--- src/rtl/sdram_arbiter.sv ---
// rtl/sdram_arbiter.sv - two-port SDRAM command arbiter with refresh scheduling and read timeout
module sdram_arbiter #(
    parameter int REFRESH_INTERVAL = 390,
    parameter int REFRESH_URGENT   = 4,
    parameter int RD_TIMEOUT       = 64
) (
    input  logic             clk,
    input  logic             reset_n,
    input  logic [1:0]       req_valid,
    output logic [1:0]       req_ready,
    input  logic [1:0]       req_write,
    input  logic [1:0][25:0] req_addr,
    input  logic [1:0][15:0] req_wdata,
    output logic [1:0]       rsp_valid,
    output logic [15:0]      rsp_data,
    output logic             mem_read,
    output logic             mem_write,
    output logic             mem_refresh,
    output logic [25:0]      mem_addr,
    output logic [15:0]      mem_wdata,
    input  logic             mem_ready,
    input  logic [15:0]      mem_rdata,
    input  logic             mem_rvalid,
    output logic             ref_overflow,
    output logic             rd_timeout
);
    localparam int RC_W = (REFRESH_INTERVAL > 1) ? $clog2(REFRESH_INTERVAL) : 1;
    localparam int RT_W = (RD_TIMEOUT > 1) ? $clog2(RD_TIMEOUT) : 1;

    typedef enum logic [1:0] {IDLE, ISSUE, RD_WAIT, REF_ISSUE} state_t;

    state_t          state;
    logic [RC_W-1:0] ref_cnt;
    logic [3:0]      pend_ref;
    logic [RT_W-1:0] rd_cnt;
    logic            last_grant;
    logic            owner;

    logic ref_wrap;
    logic ref_done;
    logic urgent;
    logic grant_port;
    logic grant_en;

    always_comb begin
        ref_wrap   = (ref_cnt == RC_W'(REFRESH_INTERVAL - 1));
        ref_done   = (state == REF_ISSUE) && mem_ready;
        urgent     = (pend_ref >= 4'(REFRESH_URGENT));
        grant_port = (&req_valid) ? ~last_grant : req_valid[1];
        grant_en   = reset_n && (state == IDLE) && !urgent && (|req_valid);
        req_ready  = 2'b00;
        if (grant_en) begin
            req_ready = grant_port ? 2'b10 : 2'b01;
        end
        rsp_valid = 2'b00;
        rsp_data  = '0;
        if (state == RD_WAIT) begin
            rsp_data = mem_rdata;
            if (mem_rvalid) begin
                rsp_valid = owner ? 2'b10 : 2'b01;
            end
        end
    end

    // A wrap and a completed refresh in the same cycle cancel out.
    always_ff @(posedge clk or negedge reset_n) begin
        if (!reset_n) begin
            ref_cnt      <= '0;
            pend_ref     <= '0;
            ref_overflow <= 1'b0;
        end else begin
            ref_cnt <= ref_wrap ? '0 : ref_cnt + RC_W'(1);
            if (ref_wrap && !ref_done) begin
                if (pend_ref == 4'd8) begin
                    ref_overflow <= 1'b1;
                end else begin
                    pend_ref <= pend_ref + 4'd1;
                end
            end else if (ref_done && !ref_wrap) begin
                pend_ref <= pend_ref - 4'd1;
            end
        end
    end

    always_ff @(posedge clk or negedge reset_n) begin
        if (!reset_n) begin
            state       <= IDLE;
            last_grant  <= 1'b1;
            owner       <= 1'b0;
            mem_read    <= 1'b0;
            mem_write   <= 1'b0;
            mem_refresh <= 1'b0;
            mem_addr    <= '0;
            mem_wdata   <= '0;
            rd_cnt      <= '0;
            rd_timeout  <= 1'b0;
        end else begin
            case (state)
                IDLE: begin
                    rd_cnt <= '0;
                    if (urgent) begin
                        state       <= REF_ISSUE;
                        mem_refresh <= 1'b1;
                    end else if (|req_valid) begin
                        state      <= ISSUE;
                        last_grant <= grant_port;
                        owner      <= grant_port;
                        mem_read   <= !req_write[grant_port];
                        mem_write  <= req_write[grant_port];
                        mem_addr   <= req_addr[grant_port];
                        mem_wdata  <= req_wdata[grant_port];
                    end else if (pend_ref != 4'd0) begin
                        state       <= REF_ISSUE;
                        mem_refresh <= 1'b1;
                    end
                end
                ISSUE: begin
                    if (mem_ready) begin
                        mem_read  <= 1'b0;
                        mem_write <= 1'b0;
                        state     <= mem_write ? IDLE : RD_WAIT;
                    end
                end
                RD_WAIT: begin
                    if (mem_rvalid) begin
                        state <= IDLE;
                    end else if (rd_cnt == RT_W'(RD_TIMEOUT - 1)) begin
                        rd_timeout <= 1'b1;
                        state      <= IDLE;
                    end else begin
                        rd_cnt <= rd_cnt + RT_W'(1);
                    end
                end
                REF_ISSUE: begin
                    if (mem_ready) begin
                        mem_refresh <= 1'b0;
                        state       <= IDLE;
                    end
                end
                default: state <= IDLE;
            endcase
        end
    end
endmodule

--- config.mk ---
export PLATFORM = sky130hd
export DESIGN_NAME = sdram_arbiter
export DESIGN_NICKNAME = d
export VERILOG_FILES = /design/src/rtl/sdram_arbiter.sv
export SDC_FILE = /design/constraint.sdc
export NUM_CORES = 1
export LEC_CHECK = 0
export ABC_CLOCK_PERIOD_IN_PS = 3000
export BUFFER_PORTS_ARGS = -buffer_cell sky130_fd_sc_hd__buf_4
export CAP_MARGIN = 25
export CORE_MARGIN = 2
export CORE_UTILIZATION = 45
export DETAILED_ROUTE_END_ITERATION = 16
export GPL_TIMING_DRIVEN = 0
export PLACE_DENSITY = 0.79
export SLEW_MARGIN = 20
export SYNTH_ARGS = -nofsm -noshare
export SYNTH_HDL_FRONTEND = slang
export SYNTH_SLANG_ARGS = --single-unit
--- constraint.sdc ---
create_clock -name clk -period 3 [get_ports clk]
set_clock_uncertainty 0.05 [all_clocks]
set_input_delay 0.6 -clock clk [delete_from_list [all_inputs] [get_ports clk]]
set_output_delay 0.6 -clock clk [all_outputs]
set_load 0.01 [all_outputs]
Word-level counts from Yosys, hierarchy flattened
Cells that the tools add are included.
{"block": "totals", "reg_bits": 70, "output_inout_bits": 67}
{"block": "classes", "addsub": 4, "reduce_logical": 26, "n_eq_ne": 17, "n_bitwise": 3, "n_mux": 40, "n_lt_le_gt_ge": 2}
{"operator": "26-bit two-way mux", "count": 2}
{"operator": "16-bit two-way mux", "count": 3}
{"operator": "2-bit two-way mux", "count": 13}
{"operator": "4-bit two-way mux", "count": 3}
{"operator": "6-bit two-way mux", "count": 2}
{"operator": "2-bit != test, second input constant", "count": 6}
{"operator": "6-bit case mux with 2 select lines", "count": 1}
{"operator": "4-bit AND reduction", "count": 3}
{"operator": "1-bit two-way mux", "count": 11}
{"operator": "9-bit by 1-bit adder with 9-bit output, second input constant", "count": 1}
{"operator": "9-bit equality test, second input constant", "count": 1}
{"operator": "9-bit two-way mux", "count": 1}
{"operator": "3-bit AND reduction", "count": 3}
{"operator": "2-bit case mux with 4 select lines", "count": 1}
{"operator": "2-bit nonzero test", "count": 4}
{"operator": "6-bit by 1-bit adder with 6-bit output, second input constant", "count": 1}
{"operator": "6-bit equality test, second input constant", "count": 1}
{"operator": "1-bit logical AND", "count": 6}
{"operator": "3-bit by 2-bit != test with 1-bit output, second input constant", "count": 2}
{"operator": "1-bit case mux with 2 select lines", "count": 3}
{"operator": "2-bit AND reduction", "count": 3}
{"operator": "4-bit by 1-bit adder with 4-bit output, second input constant", "count": 1}
{"operator": "2-bit equality test, second input constant", "count": 2}
{"operator": "4-bit equality test, second input constant", "count": 1}
{"operator": "12 further kinds", "count": 17}

Longest topological paths before layout
Gate-level depths: netlist (run 1).
{"block": "depth", "ltp_word": 8, "mapped_depth": 10}

Least setup slack after synthesis (run 1)
Ideal clock, no wire load.
{"block": "synth_path", "path_kind": "register -> register", "from": "register ref_cnt[5]", "to": "register pend_ref[3]", "t_arrival_ps": 2365, "path_slack_ps": 505, "setup_ps": 80, "path_stages_with_launch": 9, "t_required_ps": 2870, "path_cell_list": "dfrtp_1 or4_4 nor2_1 nand2_1 ha_1 a21o_1 a21oi_1 mux2i_1 xnor2_1"}
{"block": "synth_between", "elab_chain_cells": 5, "elab_cells_between_ends": 8}
{"item": "start, declared", "line": "33", "source": "logic [RC_W-1:0] ref_cnt;"}
{"item": "start signal, assigned", "line": "72", "source": "ref_cnt <= ref_wrap ? '0 : ref_cnt + RC_W'(1);"}
{"item": "9-bit equality test *", "line": "46", "source": "ref_wrap = (ref_cnt == RC_W'(REFRESH_INTERVAL - 1));"}
{"item": "1-bit zero test", "line": "79", "source": "end else if (ref_done && !ref_wrap) begin"}
{"item": "1-bit logical AND", "line": "79"}
{"item": "2-bit nonzero test (no line)"}
{"item": "2-bit AND reduction (no line)"}
{"item": "end signal, assigned", "line": "77", "source": "pend_ref <= pend_ref + 4'd1;"}
{"item": "end signal, assigned", "line": "80", "source": "pend_ref <= pend_ref - 4'd1;"}
{"item": "end, declared", "line": "34", "source": "logic [3:0] pend_ref;"}
Mark *: on every way between the ends. The rest lies on a longest branch, timed or not.
A chain may end at the register's enable or synchronous reset.

Worst setup path in the final report (run 1)
{"block": "layout_path", "from": "register state[1]", "to": "output req_ready[0]"}
{"block": "layout_between", "elab_chain_cells": 5}
{"item": "start, declared", "line": "32", "source": "state_t state;"}
{"item": "start signal, assigned", "line": "121", "source": "state <= mem_write ? IDLE : RD_WAIT;"}
{"item": "2-bit zero test", "line": "50", "source": "grant_en = reset_n && (state == IDLE) && !urgent && (|req_valid);"}
{"item": "1-bit logical AND (3 in a row)", "line": "50"}
{"item": "2-bit two-way mux", "line": "52", "source": "if (grant_en) begin"}
{"item": "end, declared", "line": "10", "source": "output logic [1:0] req_ready,"}
Every way passes these cells.

==> results of run 1 <==
==> stage by stage <==
| stage | instances | hold WS (ps) |
|---|---|---|
| after detailed placement | 628 | 414 |
| final | 645 | 320 |
| after floorplan | 352 | 254 |
| after global routing | 645 | 391 |
| after CTS | 644 | 359 |
| after global placement | 628 | 414 |
==> layout make-up <==
cell class,count,area (sq um),area share
Multi-Input combinational cell,258,1740,0.333
Timing Repair Buffer,176,1320,0.253
Buffer,16,68.8,0.0132
Sequential cell,70,1750,0.336
Inverter,7,26.3,0.00503
Clock inverter,7,65.1,0.0125
Tap cell,102,128,0.0244
Clock buffer,9,124,0.0237
==> logic make-up after synthesis <==
kind of cell,synth area share
flip-flops,0.490
AO/OA/AOI/OAI,0.119
multiplexers,0.138
buffers and inverters,0.0276
adder cells (fa/ha/maj),0.0371
XOR/XNOR,0.0269
AND/OR/NAND/NOR,0.162
==> sequential cells by signal, indices dropped and copies added (netlist names), 2 cells and up <==
signal     count
mem_addr      26
mem_wdata     16
pend_ref       4
rd_cnt         6
ref_cnt        9
state          2
==> layer usage <==
layer  up-vias  track usage
li1       1599            -
met4         0       0.0588
met3         8       0.0443
met2       137        0.381
met5         -            0
met1      1546        0.262
==> how the worst min path moves through the flow <==
stage                    start           to  slack [ps]  depth (start not counted)
finish                 reset_n     mem_read         320                          1
CTS                    reset_n     mem_read         360                          1
floorplan              reset_n  mem_addr[0]         250                          0
global route           reset_n     mem_read         390                          1
global placement    rd_timeout   rd_timeout         410                          1
detailed placement  rd_timeout   rd_timeout         410                          1
==> layout by cell type, fill, tap and decap left out, types with 3 or more instances in the layout <==
| master | synthesis | routed |
|---|---|---|
| a21o_1 | 3 | 3 |
| a21oi_1 | 7 | 7 |
| and2_1 | 16 | 16 |
| and3_1 | 4 | 4 |
| buf_2 | 7 | 7 |
| buf_4 | 0 | 176 |
| clkbuf_1 | 10 | 9 |
| clkbuf_8 | 0 | 9 |
| clkinv_2 | 0 | 4 |
| dfrtp_1 | 69 | 69 |
| ha_1 | 9 | 9 |
| inv_1 | 7 | 7 |
| mux2i_1 | 45 | 45 |
| nand2_1 | 52 | 52 |
| nand3_1 | 8 | 8 |
| nor2_1 | 15 | 14 |
| nor2b_1 | 3 | 3 |
| nor3_1 | 5 | 5 |
| o21ai_0 | 36 | 36 |
| o21ai_1 | 10 | 9 |
| xnor2_1 | 7 | 7 |
| xor2_1 | 4 | 4 |
==> worst register-to-register path: stages (launching register included) <==
cell,delay [ps]
dfrtp_1,420
or4_4,590
nor2_2,290
nand2_1,180
ha_1,320
a21o_1,160
a21oi_1,200
mux2i_1,270
xnor2_1,150
==> report_power, final <==
part | internal (mW) | total, mW | leakage [nW] | switching, mW
Clock | 0.378 | 0.729 | 0.0948 | 0.351
Sequential | 1.28 | 1.50 | 0.887 | 0.224
Combinational | 0.908 | 1.80 | 1.68 | 0.889
==> timing repair <==
action / in CTS / in global routing
setup endpoints to repair: 1 / 2
pin swaps: 0 / 0
setup buffers: 0 / 2
resized for setup: 2 / 1
==> metrics, run 1 <==
worst setup margin=236 ps; WL final=9.27 mm; CTS Hold Buffers Added=0; CTS max path bufs=2; Crit path depth=6; Reg clk slew, reported paths=roughly 80 ps; core area=roughly 0.0077 sq mm; final setup TNS=0 ps; 1st-iter DRT viols=98; residual DRC count=0; first-pass GRT wire length=around 15 mm; # fillers=between 600 and 700; Die ar.=between 0.008 and 0.009 sq mm; largest net degree at the start of global routing=73; Max Cap Violations=0; Final setup viols=0; CTS tree=built; number of synthesized flops with an enable pin=0; drt first pass iters=4; top cell type's share of synthesized area=0.483; CP endpoint=req_ready[0]; placed cell areas=0.00501 sq mm; DR vias=3290; Post-Syn Area=0.00358 sq mm; Slew Limit Fails=0; Horiz. Die Dim=93.1 microns; Setup WS pre-CTS=159 ps; vias in the first global route=between 3000 and 4000; HP Class=in -> async; Final GP Congestion=0.883; post-route cell area=0.00522 sq mm; status=complete, no violations; setup slack, reg-to-reg=around 300 ps; CP max stage delay=410 ps; Crit Path Category=reg -> out; power per cell area=771 mW/mm^2; fin crit period=2760 ps; Avg WL per Cell=roughly 14 microns; R2R cell count=8; Final Hold Vio Count=0; Worst Setup Start Kind=register; fin crit share=0.921; Worst Tran Pin Value=approximately 870 ps; leakage=2.67 nW; Synth top cells by count=69 x dfrtp_1, 52 x nand2_1, 45 x mux2i_1, 36 x o21ai_0, 16 x and2_1; Critical Path Fanout Max=16; GRT Overall Usage=0.213; number of vias per cell=around 5.1; endpoint type of the worst setup path=output port; Worst slew margin=0.421; Pwr Total=4.02 mW; DIE HEIGHT=93.1 microns; Async S/R FF share, synth=1.00; num ports=~180; Post-DP HPWL=7.12 mm; r2r startpoint=ref_cnt[5]; syn_nets=470; RSZ-0062 raised after global routing=no; WP data required=2350 ps; Max stage delay cell, worst path=dfrtp_1; Clock Latency Late Sink=340 ps; wire length on met3=688 microns; layout cells sized above 1=0.390; port bufs=174; H-tree levels=3; routed wl met2=4.70 mm; fmax=0.362 GHz; sequential share of the synthesized area=0.490; largest area contributor in the netlist=dfrtp_1; FF-to-FF End=pend_ref[3]; Critical path origin=state[1]; initial antenna violation count=0; Buf/Inv on CP=2; Mapped Cells=352; CP arrival=2110 ps; top-count cell post-synth=dfrtp_1; root buf cell=clkbuf_8; ant diodes=0; Core Rows=32; Synth area leaders=dfrtp_1 48%, mux2i_1 13%, nand2_1 5.5%, o21ai_0 5.0%, ha_1 3.1%; grt ovf=0; synthesis-to-layout area growth=46.0%; clock sink total=70; Netlist cell types=48; NumNets Final=656; Ys Warns=0; total clock buffers created by CTS=9; CP delay by family, top=simple AND/OR/NAND/NOR gates; Detail Route Antenna Nets=0; number of synthesized register bits=70; fin util=0.676; highest metal used=met4; Metal-1 WL=3.80 mm; Initial Util=0.463; Mean Syn Cell Area=10.2 sq um; cells along the critical path=inv_1 > ha_1 > nor3b_4 > o21ai_2 > nor3b_1 > buf_4; top_reg_cell synth=dfrtp_1; VDD IR-drop max=378 uV
No activity file was read; power rests on OpenSTA's default activity.
==> run 2, diff against run 1 <==
Settings changed: ABC_CLOCK_PERIOD_IN_PS 3000 to 3030, PLACE_DENSITY 0.79 to 0.82.
Clock period 3 ns to 3.03 ns, I/O delays scaled along.
==> run 2 against run 1 <==
Critical path depth is 1 higher. Total power is 1.5% higher. Count of clock-buffer cells in the layout rose by 3. Global-route usage grew 0.097 points. Highest routed layer unchanged. First-iteration DRC count decreased by 10%. Critical path type unchanged. Core utilization up 0.45 points. Largest power group unchanged.
==> metrics, run 2 (synthesis gave the netlist of run 1 again) <==
status=complete, no violations; CTS max path bufs=2; fin util=0.680; Final Hold Vio Count=0; DR vias=3324; Crit Path Category=reg -> out; first-pass GRT wire length=14.8 mm; Reg clk slew, reported paths=70 ps; commonest non-fill, non-tap cell in the layout=buf_4; root buf cell=clkbuf_8; WP data required=approximately 2400 ps; # fillers=~600; worst setup margin=150 ps; CP arrival=2220 ps; initial antenna violation count=0; power per cell area=777 mW/mm^2; GRT Overall Usage=0.214; Die ar.=roughly 0.0087 sq mm; WL final=approximately 9.4 mm; number of flip-flops in the largest register=26; leakage=2.69 nW; most frequent cells in the layout=177 x buf_4, 69 x dfrtp_1, 52 x nand2_1; final setup TNS=0 ps; H-tree levels=3; largest net degree at the start of global routing=73; fmax=0.347 GHz; Slew Limit Fails=0; Worst slew margin=0.412; num ports=around 180; core area=0.00773 sq mm; residual DRC count=0; Worst Setup Start Kind=register; Initial Util=0.463; total clock buffers created by CTS=9; number of vias per cell=5.14; vias in the first global route=3311; fin crit period=2880 ps; Final setup viols=0; Horiz. Die Dim=93.1 microns; Worst Tran Pin Value=a little under 900 ps; Clock Latency Late Sink=330 ps; grt ovf=0; setup slack, reg-to-reg=280 ps; Avg WL per Cell=around 15 microns; fin crit share=0.950; Reg area=0.00175 sq mm; VDD IR-drop max=~490 uV; CTS tree=built; port bufs=174; Multi-input gate area=0.00173 sq mm; synthesis-to-layout area growth=47.0%; RSZ-0062 raised after global routing=no; endpoint type of the worst setup path=output port; 1st-iter DRT viols=88; ant diodes=0; Most flops, register=mem_addr; Setup WS pre-CTS=246 ps; Final GP Congestion=between 0.8 and 0.9; HP Class=in -> async; NumNets Final=658; Max Cap Violations=0; Detail Route Antenna Nets=0; Post-DP HPWL=7.28 mm; DIE HEIGHT=between 90 and 100 microns; Largest regs=mem_addr (26), mem_wdata (16), ref_cnt (9); layout cells sized above 1=0.385; Core Rows=32; drt first pass iters=4; Critical Path Fanout Max=10; clock sink total=70
## run 2: cell types whose count changed in the layout (fill, tap and decap cells not counted)
cell and delta:
clkbuf_1 +3, clkinv_2 -2, clkinvlp_4 -2, buf_4 +1, bufinv_16 +1, clkbuf_8 +1, nor2_1 +1, nor2_2 -1
## run 2: routing by layer
| layer | GRT usage | vias up | wire (microns) |
|---|---|---|---|
| li1 | - | 1603 | - |
| met1 | 0.249 | 1567 | 3710 |
| met2 | 0.386 | 134 | 4820 |
| met3 | 0.0524 | 20 | 718 |
| met4 | 0.0723 | 0 | 160 |
| met5 | 0 | - | 0 |
## run 2: cell type report
cell class / instances / area share
multi-input combinational: 258 / 0.330
buffer: 17 / 0.0138
sequential: 70 / 0.333
inverter: 7 / 0.00500
clock inverter: 4 / 0.0133
clock buffer: 12 / 0.0276
timing repair buffer: 177 / 0.253
tap: 102 / 0.0243
## run 2: timing repair
item                       in CTS  in global routing
hold buffers                    0                  0
gates resized for setup         2                  0
setup endpoints to repair       1                  1
cloned                          0                  0
buffers inserted                0                  3
## run 2: metrics by stage
step | power, mW | hold slack (ps) | instances | area (sq um)
global placement | 3.19 | 413 | 628 | 5010
floorplan | 2.40 | 260 | 352 | 3580
finish | 4.09 | 345 | 647 | 5260
global route | 4.35 | 420 | 647 | 5260
CTS | 4.10 | 373 | 644 | 5240
detailed placement | 3.28 | 420 | 628 | 5010
## run 2: worst max-delay path, stage by stage, from the launching register on
cell and delay [ps]:
dfrtp_1 410, inv_1 110, ha_1 250, nor3b_4 320
o21ai_2 180, clkbuf_1 250, nor3b_1 230, buf_4 150
## run 2: power breakdown
group          leakage, nW  switching, mW  internal [mW]
clock                0.110          0.329          0.484
sequential           0.887          0.221           1.26
combinational         1.69          0.884          0.905
total                 2.69           1.43           2.65
## run 2: final timing paths
path	start	endpoint	depth (start not counted)
max	state[0]	req_ready[0]	7
min	reset_n	mem_addr[18]	1
max reg2reg	ref_cnt[5]	pend_ref[3]	8
min reg2reg	mem_addr[12]	mem_addr[12]	2
max in group asynchronous	reset_n	mem_wdata[10]	1
min in group clk	mem_addr[12]	mem_addr[12]	2
==> run 3, diff against run 2 <==
Settings changed: ABC_CLOCK_PERIOD_IN_PS 3030 to 3300.
Clock period 3.03 ns to 3.3 ns, I/O delays scaled along.
==> run 3 against run 2 <==
Combinational power fell by 9%. Register-to-register slack better by 270 ps. Setup slack improved by 60 ps. Sequential share of layout area increased by 0.17 points. Critical path type unchanged. Die area is the same. Non-clock buffer count fell by 3. Critical path depth stayed put. Largest cell class unchanged.
==> metrics, run 3 (synthesis gave the netlist of run 1 again) <==
grt ovf=0; fin crit period=3090 ps; Setup WS pre-CTS=462 ps; initial antenna violation count=0; Initial Util=0.463; Worst slew margin=0.415; worst setup margin=210 ps; Pwr Total=3.74 mW; root buf cell=clkbuf_8; RSZ-0062 raised after global routing=no; leakage=2.67 nW; Final setup viols=0; Max stage delay cell, worst path=dfrtp_1; largest net degree at the start of global routing=73; CTS Hold Buffers Added=0; fin crit share=0.936; Most flops, register=mem_addr; VDD IR-drop max=452 uV; # fillers=around 600; setup slack, reg-to-reg=about 550 ps; post-route cell area=~0.0052 sq mm; Final GP Congestion=0.831; CTS tree=built; Buf/Inv on CP=3; Final Non-Filler Cells=644; total clock buffers created by CTS=9; endpoint type of the worst setup path=output port; placed cell areas=around 0.0050 sq mm; synthesis-to-layout area growth=46.3%; power per cell area=around 710 mW/mm^2; commonest non-fill, non-tap cell in the layout=buf_4; Fin Hold WS=394 ps; Die ar.=slightly below 0.009 sq mm; final setup TNS=0 ps; Reg area=0.00175 sq mm; CP arrival=between 2000 and 2500 ps; fin util=0.677; clock sink total=70; layout cells sized above 1=0.380; Horiz. Die Dim=93.1 microns; first-pass GRT wire length=14.8 mm; most frequent cells in the layout=174 x buf_4, 69 x dfrtp_1, 52 x nand2_1; residual DRC count=0; WL final=9.35 mm; CTS max path bufs=2; DR vias=3300; Reg clk slew, reported paths=70 ps; GRT Overall Usage=0.214; 1st-iter DRT viols=96; port bufs=174; Critical Path Fanout Max=10; Multi-input gate area=~0.0017 sq mm; Largest regs=mem_addr (26), mem_wdata (16), ref_cnt (9); Worst Tran Pin Value=878 ps; status=complete, no violations; DIE HEIGHT=approximately 93 microns; number of flip-flops in the largest register=26; Avg WL per Cell=14.5 microns; core area=0.00773 sq mm; H-tree levels=3; Slew Limit Fails=0; cell count after placement=approximately 630; Post-DP HPWL=7.28 mm; post_cts resized=0; HP Class=in -> async; NumNets Final=655; Final Hold Vio Count=0; ant diodes=0; Detail Route Antenna Nets=0; Core Rows=32; number of vias per cell=5.12; cells along the critical path=inv_1 > ha_1 > nor3b_4 > o21ai_1 > clkbuf_1 > nor3b_1 > buf_4; Worst Setup Start Kind=register; fmax=0.324 GHz; drt first pass iters=4; Max Cap Violations=0; CP delay by family, top=simple AND/OR/NAND/NOR gates; Clock Latency Late Sink=330 ps; CP max stage delay=410 ps; Crit Path Category=reg -> out; post-CTS setup buffer count=0; num ports=approximately 180; WP data required=2590 ps; vias in the first global route=roughly 3300
## run 3: worst register-to-register path: stages, from the launching register on
cell,delay (ps)
dfrtp_1,420
or4_4,580
nor2_1,400
nand2_1,200
ha_1,320
a21o_1,150
a21oi_1,180
mux2i_1,230
xnor2_1,140
## run 3: layout make-up
| cell class | instances | share of cell area |
|---|---|---|
| tap | 102 | 0.0244 |
| clock buffer | 12 | 0.0277 |
| sequential | 70 | 0.335 |
| timing repair buffer | 174 | 0.250 |
| inverter | 7 | 0.00502 |
| buffer | 17 | 0.0139 |
| multi-input combinational | 258 | 0.331 |
| clock inverter | 4 | 0.0134 |
## run 3: worst paths after layout
check | depth (start not counted) | end | from
worst max-delay path | 7 | req_ready[0] | state[1]
worst min-delay path | 1 | mem_addr[18] | reset_n
worst max register to register | 8 | pend_ref[3] | ref_cnt[5]
worst min register to register | 2 | mem_addr[12] | mem_addr[12]
max in group asynchronous | 1 | mem_wdata[10] | reset_n
min in group clk | 2 | mem_addr[12] | mem_addr[12]
## run 3: power breakdown
part | internal (mW) | total (mW) | switching [mW]
Sequential | 1.16 | 1.36 | 0.201
Combinational | 0.820 | 1.63 | 0.809
Clock | 0.445 | 0.746 | 0.301
## run 3: routing by layer
metal,vias to the layer above,share of wire,track usage
li1,1597,-,-
met1,1546,0.39,0.249
met2,139,0.51,0.383
met3,18,0.081,0.0524
met4,0,0.016,0.0723
met5,-,0,0
